===== config.mk =====
export PLATFORM = sky130hd
export DESIGN_NAME = unit_nto_m
export DESIGN_NICKNAME = d
export VERILOG_FILES = /design/src/rtl/unit_nto_m.sv
export SDC_FILE = /design/constraint.sdc
export NUM_CORES = 1
export LEC_CHECK = 0
export CAP_MARGIN = 20
export CORE_MARGIN = 2
export CORE_UTILIZATION = 44
export CTS_BUF_LIST = sky130_fd_sc_hd__clkbuf_16
export DETAILED_ROUTE_END_ITERATION = 10
export GPL_TIMING_DRIVEN = 0
export PLACE_DENSITY = 0.66
export SETUP_SLACK_MARGIN = 0.2
export SLEW_MARGIN = 25
export SYNTH_ARGS = -nofsm -noshare
export SYNTH_HDL_FRONTEND = slang
export SYNTH_SLANG_ARGS = --single-unit

===== constraint.sdc =====
create_clock -name clk_in -period 1.8 [get_ports clk_in]
set_input_delay 0.18 -clock clk_in [delete_from_list [all_inputs] [get_ports clk_in]]
set_output_delay 0.18 -clock clk_in [all_outputs]
set_load 0.1 [all_outputs]

===== src/rtl/unit_nto_m.sv =====
// Binary-weight neuron layer: XNOR-majority forward/backward paths with
// per-weight saturating gradient accumulators that flip a weight at THRESH.
module unit_nto_m #(
  parameter int N_IN   = 3,
  parameter int N_OUT  = 2,
  parameter int ACC_W  = 4,
  parameter int THRESH = 8,
  parameter logic [N_IN*N_OUT-1:0] INIT_W = '0,
  localparam int NW    = N_IN * N_OUT,
  localparam int IDX_W = (NW > 1) ? $clog2(NW) : 1
) (
  input  logic             clk_in,
  input  logic             rst_in,
  input  logic             oscillator,
  input  logic             fd_prop,
  input  logic             bk_prop,
  input  logic             learn_en,
  input  logic [N_IN-1:0]  fin,
  input  logic [N_OUT-1:0] bin,
  input  logic             w_wr_en,
  input  logic [IDX_W-1:0] w_wr_idx,
  input  logic             w_wr_val,
  output logic [NW-1:0]    control_out,
  output logic [N_OUT-1:0] fout,
  output logic [N_IN-1:0]  bout,
  output logic             flip_out
);

  localparam logic [ACC_W-1:0] ACC_MAX = '1;
  localparam logic [ACC_W-1:0] ACC_ONE = ACC_W'(1);

  logic [NW-1:0]                w_q, w_d;
  logic [NW-1:0][ACC_W-1:0]     acc_q, acc_d;
  logic [N_IN-1:0]              fin_q, fin_d;
  logic [N_OUT-1:0]             fout_q, fout_d;
  logic [N_IN-1:0]              bout_q, bout_d;
  logic                         flip_q, flip_d;
  // per weight: {flip, next weight, next accumulator} from the gradient rule
  logic [NW-1:0][ACC_W+1:0]     step_s;

  function automatic logic vote(input int agree, input int n, input logic tie);
    if (2 * agree > n) return 1'b1;
    else if (2 * agree == n) return tie;
    else return 1'b0;
  endfunction

  function automatic int fwd_agree(input logic [N_IN-1:0] x, input logic [NW-1:0] w, input int j);
    int c = 0;
    for (int i = 0; i < N_IN; i++) if (x[i] == w[j*N_IN+i]) c++;
    return c;
  endfunction

  function automatic int bwd_agree(input logic [N_OUT-1:0] b, input logic [NW-1:0] w, input int i);
    int c = 0;
    for (int j = 0; j < N_OUT; j++) if (b[j] == w[j*N_IN+i]) c++;
    return c;
  endfunction

  function automatic logic [ACC_W+1:0] grad_step(input logic [ACC_W-1:0] acc, input logic w,
                                                 input logic x, input logic b);
    logic [ACC_W-1:0] inc;
    logic [ACC_W-1:0] acc_n;
    logic             w_n;
    logic             flip;
    inc  = (acc == ACC_MAX) ? ACC_MAX : acc + ACC_ONE;
    w_n  = w;
    flip = 1'b0;
    if ((x ~^ w) != b) begin
      if (int'(inc) >= THRESH) begin
        w_n   = ~w;
        acc_n = '0;
        flip  = 1'b1;
      end else begin
        acc_n = inc;
      end
    end else begin
      acc_n = (acc == '0) ? '0 : acc - ACC_ONE;
    end
    return {flip, w_n, acc_n};
  endfunction

  // Forward and backward vote outputs, using the weights before any flip
  always_comb begin
    fout_d = fout_q;
    bout_d = bout_q;
    fin_d  = fin_q;
    if (fd_prop) begin
      fin_d = fin;
      for (int j = 0; j < N_OUT; j++) fout_d[j] = vote(fwd_agree(fin, w_q, j), N_IN, oscillator);
    end else begin
      fin_d = fin_q;
    end
    if (bk_prop) begin
      for (int i = 0; i < N_IN; i++) bout_d[i] = vote(bwd_agree(bin, w_q, i), N_OUT, oscillator);
    end else begin
      bout_d = bout_q;
    end
  end

  // Gradient rule per weight; uses fin_q from before any same-cycle forward strobe
  always_comb begin
    step_s = '0;
    for (int k = 0; k < NW; k++) begin
      if (bk_prop && learn_en) step_s[k] = grad_step(acc_q[k], w_q[k], fin_q[k % N_IN], bin[k / N_IN]);
      else step_s[k] = {1'b0, w_q[k], acc_q[k]};
    end
  end

  // External write overrides the learning result for its index
  always_comb begin
    w_d    = w_q;
    acc_d  = acc_q;
    flip_d = 1'b0;
    for (int k = 0; k < NW; k++) begin
      if (w_wr_en && (int'(w_wr_idx) == k)) begin
        w_d[k]   = w_wr_val;
        acc_d[k] = '0;
      end else begin
        w_d[k]   = step_s[k][ACC_W];
        acc_d[k] = step_s[k][ACC_W-1:0];
        flip_d   = flip_d | step_s[k][ACC_W+1];
      end
    end
  end

  // State registers with asynchronous reset
  always_ff @(posedge clk_in or posedge rst_in) begin
    if (rst_in) begin
      w_q    <= INIT_W;
      acc_q  <= '0;
      fin_q  <= '0;
      fout_q <= '0;
      bout_q <= '0;
      flip_q <= 1'b0;
    end else begin
      w_q    <= w_d;
      acc_q  <= acc_d;
      fin_q  <= fin_d;
      fout_q <= fout_d;
      bout_q <= bout_d;
      flip_q <= flip_d;
    end
  end

  assign control_out = w_q;
  assign fout        = fout_q;
  assign bout        = bout_q;
  assign flip_out    = flip_q;

endmodule


==> run metrics, run 1 <==
DP HPWL 5600 um; met3 layer usage reported by global route 3.69%; most numerous cell in the Yosys netlist dfrtp_1; placement-stage worst setup slack -392 ps; number of distinct library cell variants in the gate-level netlist after synthesis 62; switching power 3.98 mW; total via count after detailed routing 3025; minimum setup slack among reg-to-reg paths 70 ps; worst hold slack 142 ps; cell taking the most area after synthesis dfrtp_1; critical-path maximum fanout 4; slew margin rel. 63.3%; final critical-path share of the clock period 95.9%; Layout Cell Area excl Fill 0.00438 mm2; async set-or-reset flop fraction in the synthesized netlist 100%; clock latency at the later pin of the worst-skew pair 280 ps; worst-case clock skew 5.73 ps; count of antenna diodes in the layout 0; number of hold-slack violations in the final timing report 0; Post-synth EDFFs 0; Highest Clock Rate 579 MHz; num rows 31; WL/cell 16.2 um; total setup violations reported at the end of the flow 0; post-synthesis average cell area 8.95 um2; overall die area 0.00813 mm2; horizontal die dimension 90.2 um; Total Routing Usage GR 21.0%; maximum level of the CTS H-tree 2; antenna violations before repair 0; clock tree buffer depth 2; worst vdd ir 516 uV; via-per-instance ratio 5.70; DRT Pass-1 Iters 5; setup ws final 74.0 ps; Most Used Layer, Global Route met2; number of cells produced by synthesis 365; static leakage 1.87 nW; post-layout net count 472; CTS tree built; number of global-route vias before repair 2826; Finished Core Util 60.7%; clock-pin slew on the worst setup and hold paths 60 ps; status finished, final reports clean; switching share of power 48.9%; unrepaired setup endpoints after global routing yes; num ports 28; final wirelength 8600 um; P_int 4.15 mW; first-pass GRT wire length 14000 um; met2 Use GR 35.2%; ratio of cells with drive above 1 in the final layout 31.9%; number of buffers added to fix hold violations after cts 0; worst hold-check path type primary input to register; grt ovf 0; sequential area share after synthesis 29.9%; top cells by area in the synthesized netlist dfrtp_1, ha_1, nor2b_1; leading cell types by count after synthesis dfrtp_1, a21oi_1, ha_1; total CTS buffers 5; Layout area overhead 34.0%; Detail Route Antenna Nets 0; signal arrival time at the worst endpoint 1930 ps; Worst Setup End Kind register; chip height 90.2 um; CTS Sinks 39; Mapped Area 0.00327 mm2; net count after synthesis 406; P per Cell Area 1860 mW/mm2; clock root buffer clkbuf_16; count of routing violations after the opening detailed-route iteration 151; pin count of the biggest net entering global routing 30; register bit count reported by yosys 39; class of the most critical setup path register to register; count of pins over their slew limit 0; starting utilization of the core area 45.3%; final routed DRC violation total 0; standard cell core area 0.00721 mm2; Min Clock Period, post-route 1730 ps; share of the synthesized area in the top cell type 29.9%; standard cell area after detailed placement 0.00375 mm2; clock group share of total power 10.3%; endpoint required time on the critical path 2010 ps; Max-cap violations 0; transition time at the pin with the least slew margin 554 ps; CP startpoint kind register; dominant register cell in the synthesized netlist dfrtp_1; met1 Use GR 28.5%; PortBufs 23; Yosys warnings 0; share of power burned in registers 23.0%; Logic pwr share 66.7%; last weighted congestion value of the routability-driven placer 0.872
-- per-layer routing --
metal | up-vias | wire (um)
li1 | 1448 | -
met1 | 1484 | 3870
met2 | 87 | 4260
met3 | 6 | 391
met4 | 0 | 78
met5 | - | 0
-- cell type report --
type	count	area (um2)
clock inverters	3	11.3
plain buffers	14	113
multi-input cells	295	2380
fillers	636	2840
well taps	99	124
inverters	17	63.8
repair buffers	59	546
flip-flops and latches	39	1010
clock buffers	5	125
-- logic make-up after synthesis --
kind of cell,synth area share [%]
DFF,29.9
xor gates and xnor gates,10.2
adders and majority gates,9.57
AOI/OAI and AO/OA,22.2
buffers and inverters,4.25
muxes,1.95
and+or+nand+nor,22.0
-- final timing paths --
kind	start	endpoint	depth (start not counted)
worst max-delay path	control_out[0]$_DFFE_PP0P_	acc_q[1]$_DFFE_PP0P_	4
worst min-delay path	bk_prop	bout[0]$_DFFE_PP0P_	2
worst max register to register	control_out[0]$_DFFE_PP0P_	acc_q[1]$_DFFE_PP0P_	4
worst min register to register	fout[1]$_DFFE_PP0P_	fout[1]$_DFFE_PP0P_	1
max in group asynchronous	rst_in	control_out[2]$_DFFE_PP0P_	3
min in group asynchronous	rst_in	acc_q[6]$_DFFE_PP0P_	2
-- power by group through the flow --
stage          logic (mW)  clock network [mW]  registers, mW
6_report             5.42               0.839           1.87
3_5_place_dp         4.42                   0           1.90
5_1_grt              5.91               0.900           1.94
4_1_cts              4.89               0.861           1.86
3_3_place_gp         4.33                   0           1.89
2_1_floorplan        2.63                   0           2.73
-- sequential cells by signal, summed over array words and instances (netlist names) --
name         cells
acc_q           24
bout             3
fin_q            3
control_out      6
flip_out         1
fout             2
-- critical path, stage by stage (launching register included) --
cell,delay [ps]
dfrtp_4,480
xor3_2,430
and3b_1,190
or4_4,430
o21ai_2,120
-- through the flow --
step	TNS [ps]	power (mW)	cells
floorplan	-52.7	5.36	365
global placement	-19030	6.21	487
detailed placement	-3510	6.32	488
CTS	0	7.60	516
global route	0	8.75	531
finish	0	8.13	531
-- repair_timing --
| action | CTS | global route |
|---|---|---|
| pin swaps | 9 | 11 |
| endpoints found under the setup margin | 37 | 34 |
| resized for setup | 64 | 41 |
| setup buffers | 20 | 15 |
-- placed cells by master, fill, tap and decap left out, types with 5 or more instances in the layout --
cell             count
dfrtp_4              6
o21ai_1             14
clkbuf_2             5
nand2_1             21
nand3_1             13
buf_6                7
o21ai_0             15
nor3_1              10
ha_2                 7
nor2_1              24
clkdlybuf4s50_1     10
clkbuf_16            5
xor3_2               5
nor2b_1             15
dfrtp_1             22
inv_1               15
xnor2_1             13
clkdlybuf4s15_2     10
dfrtp_2             11
nand2b_1            12
buf_4               30
o211ai_1             5
ha_1                18
a31oi_1              7
a21oi_1             25
and3_1               7
Power figures use the tool's default switching activity.
==> inputs of run 2 (changes only) <==
- MAX_ROUTING_LAYER: default -> met4
==> run metrics, run 2 (synthesis results as in run 1) <==
status finished, final reports clean; ratio of cells with drive above 1 in the final layout 32.0%; DP HPWL 5600 um; max FFs per register 24; CP startpoint kind register; endpoint required time on the critical path 2010 ps; area used by multi-input combinational logic 0.00239 mm2; unrepaired setup endpoints after global routing yes; Logic pwr share 66.6%; starting utilization of the core area 45.3%; slew margin rel. 63.3%; total setup violations reported at the end of the flow 0; grt ovf 0; num ports 28; signal arrival time at the worst endpoint 1940 ps; total CTS buffers 5; Min Clock Period, post-route 1730 ps; switching power 3.96 mW; Total Neg Setup Slack 0 ps; Layout area overhead 33.8%; WL/cell 16.0 um; horizontal die dimension 90.2 um; Finished Core Util 60.6%; pin count of the biggest net entering global routing 30; Highest Clock Rate 578 MHz; CTS Sinks 39; transition time at the pin with the least slew margin 554 ps; clock-pin slew on the worst setup and hold paths 50 ps; slowest stage cell on the critical path dfrtp_4; number of global-route vias before repair 2818; antenna violations before repair 0; worst hold slack 141 ps; storage element area 0.00101 mm2; Total Routing Usage GR 21.7%; maximum level of the CTS H-tree 2; clock tree buffer depth 2; chip height 90.2 um; via-per-instance ratio 5.72; Worst Setup End Kind register; last weighted congestion value of the routability-driven placer 0.887; worst vdd ir 515 uV; Max-cap violations 0; Buf/Inv on CP 0; critical-path maximum fanout 4; number of hold-slack violations in the final timing report 0; CTS tree built; total power after layout 8.10 mW; clock latency at the later pin of the worst-skew pair 280 ps; total via count after detailed routing 3030; P_int 4.14 mW; clock group share of total power 10.3%; count of pins over their slew limit 0; final routed DRC violation total 0; fillers 634; switching share of power 48.9%; clock root buffer clkbuf_16; Detail Route Antenna Nets 0; most used cells in the layout excluding fill and tap cells buf_4, a21oi_1, nor2_1, dfrtp_1, nand2_1; PortBufs 23; worst-case clock skew 3.88 ps; final critical-path share of the clock period 96.1%; count of antenna diodes in the layout 0; worst hold-check path type primary input to register; Worst path top cell family by delay simple AND/OR/NAND/NOR gates; class of the most critical setup path register to register; post-layout net count 471; overall die area 0.00813 mm2; commonest non-fill, non-tap cell in the layout buf_4; num rows 31; list of cells traversed by the critical path xor3_2 > and3b_1 > or4_4 > o21ai_2; first-pass GRT wire length 14000 um; count of routing violations after the opening detailed-route iteration 184; number of buffers added to fix hold violations after cts 0; P per Cell Area 1850 mW/mm2; DRT Pass-1 Iters 5; standard cell core area 0.00721 mm2; highest cell delay on the worst timing path 480 ps; static leakage 1.86 nW; register with the most flip-flops acc_q; share of power burned in registers 23.1%; final wirelength 8510 um
-- run 2: cell types whose count changed in the layout (fill, tap and decap cells not counted) --
| cell | change |
|---|---|
| xnor3_1 | -1 |
| buf_4 | -1 |
| xnor3_2 | +1 |
-- run 2: timing repair --
action,in CTS,in global routing
buffers inserted,20,14
gates resized for setup,64,42
pin swaps,9,11
endpoints found under the setup margin,37,34
-- run 2: metrics by stage --
step	instance area (um2)	cells	setup slack [ps]
finish	4370	530	69.7
global route	4370	530	20.9
CTS	4160	516	63.4
detailed placement	3750	488	-392
global placement	3720	487	-769
floorplan	3360	365	-20.4
-- run 2: worst register-to-register path, delay by kind of cell (launching register included) --
kind            cells  cell delay (ps)
simple gates        2              620
flops               1              480
xor+xnor            1              440
compound gates      1              120
-- run 2: power groups by stage --
| stage | clock (mW) | combinational, mW | sequential, mW |
|---|---|---|---|
| 2_1_floorplan | 0 | 2.63 | 2.73 |
| 3_3_place_gp | 0 | 4.33 | 1.89 |
| 3_5_place_dp | 0 | 4.42 | 1.90 |
| 4_1_cts | 0.861 | 4.89 | 1.86 |
| 5_1_grt | 0.898 | 5.89 | 1.94 |
| 6_report | 0.834 | 5.40 | 1.87 |
-- run 2: per-layer routing --
layer	track usage (%)	routed length [um]	vias to the layer above
li1	-	-	1441
met1	28.6	3810	1483
met2	35.1	4180	99
met3	3.69	443	7
met4	4.87	73	0
met5	-	0	-
-- run 2: final timing paths --
path | end | cells after the start | slack (ps) | from
min | bout[0]$_DFFE_PP0P_ | 2 | 140 | bk_prop
min in group asynchronous | acc_q[6]$_DFFE_PP0P_ | 2 | 150 | rst_in
max reg2reg | acc_q[1]$_DFFE_PP0P_ | 4 | 70 | control_out[0]$_DFFE_PP0P_
max | acc_q[1]$_DFFE_PP0P_ | 4 | 70 | control_out[0]$_DFFE_PP0P_
min reg2reg | fout[0]$_DFFE_PP0P_ | 1 | 490 | fout[0]$_DFFE_PP0P_
max in group asynchronous | control_out[2]$_DFFE_PP0P_ | 3 | 1170 | rst_in
-- run 2: final cells by class --
class | instances | area share, %
Multi-Input combinational cell | 295 | 54.6
Sequential cell | 39 | 23.1
Timing Repair Buffer | 58 | 12.3
Clock buffer | 5 | 2.86
Tap cell | 99 | 2.83
Buffer | 14 | 2.58
Inverter | 17 | 1.46
Clock inverter | 3 | 0.258
==> patch 1 (config.mk and constraints of run 2) <==
Change the parameter `THRESH` from 8 to 7.
--- a/src/rtl/unit_nto_m.sv
+++ b/src/rtl/unit_nto_m.sv
@@ -5,5 +5,5 @@
   parameter int N_OUT  = 2,
   parameter int ACC_W  = 4,
-  parameter int THRESH = 8,
+  parameter int THRESH = 7,
   parameter logic [N_IN*N_OUT-1:0] INIT_W = '0,
   localparam int NW    = N_IN * N_OUT,
Function: same outputs for any inputs over 4 cycles, from zero or initial values and one cycle with rst_in high; that may be too few to reach the edited logic, so the function may still have changed.
==> patch 1 against run 2 <==
- the flow now finishes with violations (setup timing)
- sequential share of layout area down 3.3 points
- critical path depth is 4 higher
- power rose by 22%
- setup slack worse by 0.23 ns
- critical endpoint is now flip_out
- non-clock buffer count up 23
- synthesized cell count up 9.0%
- wire length up 25%
- sequential cell count unchanged
- area after synthesis grew 6.1%
- sequential power down 3%
- highest routed layer unchanged
- final area grew 16%
- hold slack improved by 0.025 ns
- largest cell class unchanged
==> patch 1: results (changes against run 2) <==
Mapped Area=0.003467 sq mm (was 0.003268 sq mm); met1 Resource Use GR=29.60% (was 28.64%); Clock-cell share=2.632% (was 3.119%); Setup Fix Bufs, Post-CTS=29 (was 20); Signal inverters=23 (was 17); met3 Track Usage GR=3.662% (was 3.688%); Total Nets Final=523 (was 471); vias in the first global route=3312 (was 2818); buffering overhead=16.75% (was 14.88%); Vias=3489 (was 3030); failing checks=setup timing; WL met1=4487 microns (was 3806 microns); total track usage=24.02% (was 21.66%); Psw=4853 uW (was 3961 uW); crit path to=flip_out (was acc_q[1]); relative max-transition margin=62.04% (was 63.26%); Initial DRC Count=206 (was 184); distinct cell type count after synthesis=71 (was 62); Worst IR Drop VDD=0.0006471 V (was 0.0005155 V); filler cell count=611 (was 634); delay-heaviest family, CP=compound AO/OA/AOI/OAI gates (was simple AND/OR/NAND/NOR gates); met3 WL post-DR=485 microns (was 443 microns); Final WS setup=-0.1596 ns (was 0.06972 ns); M2 GR Usage=40.94% (was 35.09%); Max FO, Critical Path=2 (was 4); Leak=0.002063 uW (was 0.001860 uW); slowest CP cell=or4_4 (was dfrtp_4); first-pass GRT wire length=16060 microns (was 14020 microns); commonest cells in the netlist=39 x dfrtp_1, 33 x nor2_1, 29 x o21ai_0 (was 39 x dfrtp_1, 26 x a21oi_1, 25 x ha_1); Final Setup Violations=9 (was 0); Syn Nets=440 (was 406); reg2reg start=acc_q[16] (was control_out[0]); worst hold path type=in2async (was in2reg); final antenna diode count=0 (unchanged); post-cts repair resize count=110 (was 64); comb_multi_in=317 (was 295); DP Worst Slack=-0.5309 ns (was -0.3915 ns); outcome=finished, violations left (was completed); pin count of the biggest net entering global routing=27 (was 30); met2 WL post-DR=5433 microns (was 4183 microns); Worst R2R Path Depth=8 (was 4); sequential cell area share=19.83% (was 23.15%); top post-synthesis cells by area=dfrtp_1 28%, ha_1 9.4%, o21ai_0 4.2% (was dfrtp_1 30%, ha_1 9.6%, nor2b_1 4.0%); Buffers, non-clock=95 (was 72); post-synthesis sequential area ratio=28.15% (was 29.86%); GPL Wtd Cong=0.9021 (was 0.8867); Clk pwr share=8.8% (was 10.3%)
## patch 1: cell count changes after synthesis, moves of 7 or more
cell      change
nor2_1        +9
xnor2_1       -7
nor2b_1      -14
nand2b_1      -8
buf_2         +7
o22ai_1       +7
## patch 1: kinds of logic (layout without fill, tap and decap cells)
kind of cell,Yosys count,count (layout),share of synthesized area (%)
and+or+nand+nor,140,140,22.45
AOI/OAI and AO/OA,119,119,22.74
buffers and inverters,42,125,6.207
DFF,39,39,28.15
adders and majority gates,26,26,9.383
xor gates and xnor gates,25,25,8.950
muxes,7,7,2.129
## patch 1: stage by stage
step           TNS, ns  total power [uW]  util, %  hold WS (ns)  std cells
6_report       -0.8686              9910    66.16        0.1655        583
3_5_place_dp    -6.529              6792    51.97        0.4610        524
4_1_cts        -0.5106              8633    60.53        0.1601        560
5_1_grt         -1.629             10460    66.16        0.1956        583
3_3_place_gp    -19.25              6644    51.71        0.4637        523
2_1_floorplan  -0.1298              5715        -        0.2968        398
==> patch 2 (config.mk and constraints of run 2) <==
Made on the original files. Add an input register stage for `fin`; this delays it by one clock. The other inputs are not delayed to match.
--- a/src/rtl/unit_nto_m.sv
+++ b/src/rtl/unit_nto_m.sv
@@ -29,4 +29,10 @@
   localparam logic [ACC_W-1:0] ACC_MAX = '1;
   localparam logic [ACC_W-1:0] ACC_ONE = ACC_W'(1);
+
+  logic [N_IN-1:0] fin_r;
+
+  always_ff @(posedge clk_in) begin
+    fin_r <= fin;
+  end
 
   logic [NW-1:0]                w_q, w_d;
@@ -86,6 +92,6 @@
     fin_d  = fin_q;
     if (fd_prop) begin
-      fin_d = fin;
-      for (int j = 0; j < N_OUT; j++) fout_d[j] = vote(fwd_agree(fin, w_q, j), N_IN, oscillator);
+      fin_d = fin_r;
+      for (int j = 0; j < N_OUT; j++) fout_d[j] = vote(fwd_agree(fin_r, w_q, j), N_IN, oscillator);
     end else begin
       fin_d = fin_q;
Check against the original RTL: not equivalent (Yosys sat finds a counterexample within 4 cycles, from zero or initial values and one cycle with rst_in high).
==> patch 2 against run 2 <==
- count of clock-buffer cells in the layout unchanged
- area after synthesis up 6.0%
- global-route usage up 0.78 points
- setup slack worse by 0.0027 ns
- die area up 5.7%
- final area up 6.8%
- first-iteration DRC count down 14%
- wire length up 8.2%
- power up 8.6%
- sequential cell count up 3
- highest routed layer unchanged
==> patch 2: results (changes against run 2) <==
Synth Flop Type=dfrtp_1 (unchanged); Register Area=0.001071 sq mm (was 0.001012 sq mm); first-pass GRT wire length=14870 microns (was 14020 microns); initial antenna violation count=0 (unchanged); DRT Pass-1 Iters=4 (was 5); relative max-transition margin=52.58% (was 63.26%); Top reg by flops=acc_q (unchanged); Worst IR Drop VDD=0.0006097 V (was 0.0005155 V); area occupied by multi-input gates=0.002520 sq mm (was 0.002386 sq mm); Signal inverters=20 (was 17); clock slew at reported path FFs=0.06 ns; post-placement cell area=0.003926 sq mm (was 0.003751 sq mm); Clock-cell share=2.975% (was 3.119%); GPL Wtd Cong=0.8707 (was 0.8867); Leak=0.001933 uW (was 0.001860 uW); total track usage=22.43% (was 21.66%); Max FO, Critical Path=5 (was 4); clk_skew=0.009113 ns (was 0.003882 ns); Clock Buffer Count=5 (unchanged); buffering overhead=15.76% (was 14.88%); worst hold path type=in2async (was in2reg); commonest cells in the netlist=39 x dfrtp_1, 28 x nand2_1, 25 x ha_1 (was 39 x dfrtp_1, 26 x a21oi_1, 25 x ha_1); FMAX=577.1 MHz (was 577.9 MHz); max reg flops=24 (unchanged); vias in the first global route=3061 (was 2818); synth warn=0 (unchanged); asr flop ratio synth=92.86% (was 100.0%); post-synthesis sequential area ratio=29.91% (was 29.86%); reg2reg start=fin_q[2] (was control_out[0]); max-cap check violation count=0 (unchanged); HPWL after detailed placement=5943 microns (was 5602 microns); TritonCTS Sinks=42 (was 39); aggregate routed wire length=9205 microns (was 8506 microns); comb_multi_in=284 (was 295); Syn Nets=406 (unchanged); layout cells sized above 1=35.19% (was 32.02%); Total Nets Final=472 (was 471); post-DR vias/cell=5.730 (was 5.717); reg2reg setup slack=0.07 ns; Buffers, non-clock=78 (was 72); distinct cell type count after synthesis=65 (was 62); Initial DRC Count=159 (was 184); worst-skew pair later-pin latency=0.29 ns; pin count of the biggest net entering global routing=30 (unchanged); CP Class=reg2reg (unchanged); DP Worst Slack=-0.5468 ns (was -0.3915 ns); filler cell count=624 (was 634); outcome=completed (unchanged); clk buf depth=2 (unchanged); arrival time worst endpoint=1.94 ns (about the same); crit path to=acc_q[8] (was acc_q[1]); top post-synthesis cells by area=dfrtp_1 28%, ha_1 9.0%, a2111oi_4 4.0% (was dfrtp_1 30%, ha_1 9.6%, nor2b_1 4.0%); CTS root buffer=clkbuf_16 (unchanged)
-- patch 2: changes by cell type after synthesis, sizes merged, moves of 5 or more --
cell,change
a21oi,-10
a31oi,+6
nand2,+6
nand2b,-5
nor2,-7
nor2b,-7
o21ai,-7
-- patch 2: kinds of logic (layout without fill, tap and decap cells) --
logic type	after synthesis	after routing	synth area share (%)
compound gates	100	100	22.25
xor+xnor	30	30	11.99
flops	42	42	29.91
simple gates	123	123	19.47
fa+ha+maj	25	25	9.032
buf+inv	39	106	5.491
mux	6	6	1.842
-- patch 2: timing repair --
| action | in CTS | in global routing |
|---|---|---|
| setup endpoints to repair | 40 | 26 |
| setup buffers | 21 | 14 |
| pin swaps | 13 | 22 |
| resized for setup | 69 | 50 |
-- patch 2: per-layer routing --
| layer | GRT usage (%) | wire, microns |
|---|---|---|
| met1 | 29.26 | 4291 |
| met2 | 34.67 | 4258 |
| met3 | 2.848 | 341 |
| met4 | 11.03 | 314 |
| met5 | - | 0 |
-- patch 2: stage by stage --
stage	std cells	power (uW)	TNS, ns	hold slack [ns]	utilization (%)
final	534	8797	0	0.1601	60.73
after global routing	534	9437	0	0.1706	60.73
after CTS	520	7993	0	0.1597	56.25
after detailed placement	491	6584	-6.758	0.4564	51.07
after global placement	490	6482	-18.80	0.4695	50.81
after floorplan	365	5616	0	0.2077	-
-- patch 2: critical path: stages, from the launching register on --
cell and delay [ns]:
dfrtp_2 0.42, xor3_2 0.51, and3_1 0.17, or4_4 0.41, a21oi_2 0.14
-- patch 2: where the power goes --
group          switching (uW)  leakage [uW]  total, uW  internal, uW
clock                     373     0.0000748        878           504
sequential                523      0.000491       1930          1400
combinational            3370       0.00137       5990          2620
total                    4270       0.00193       8800          4530
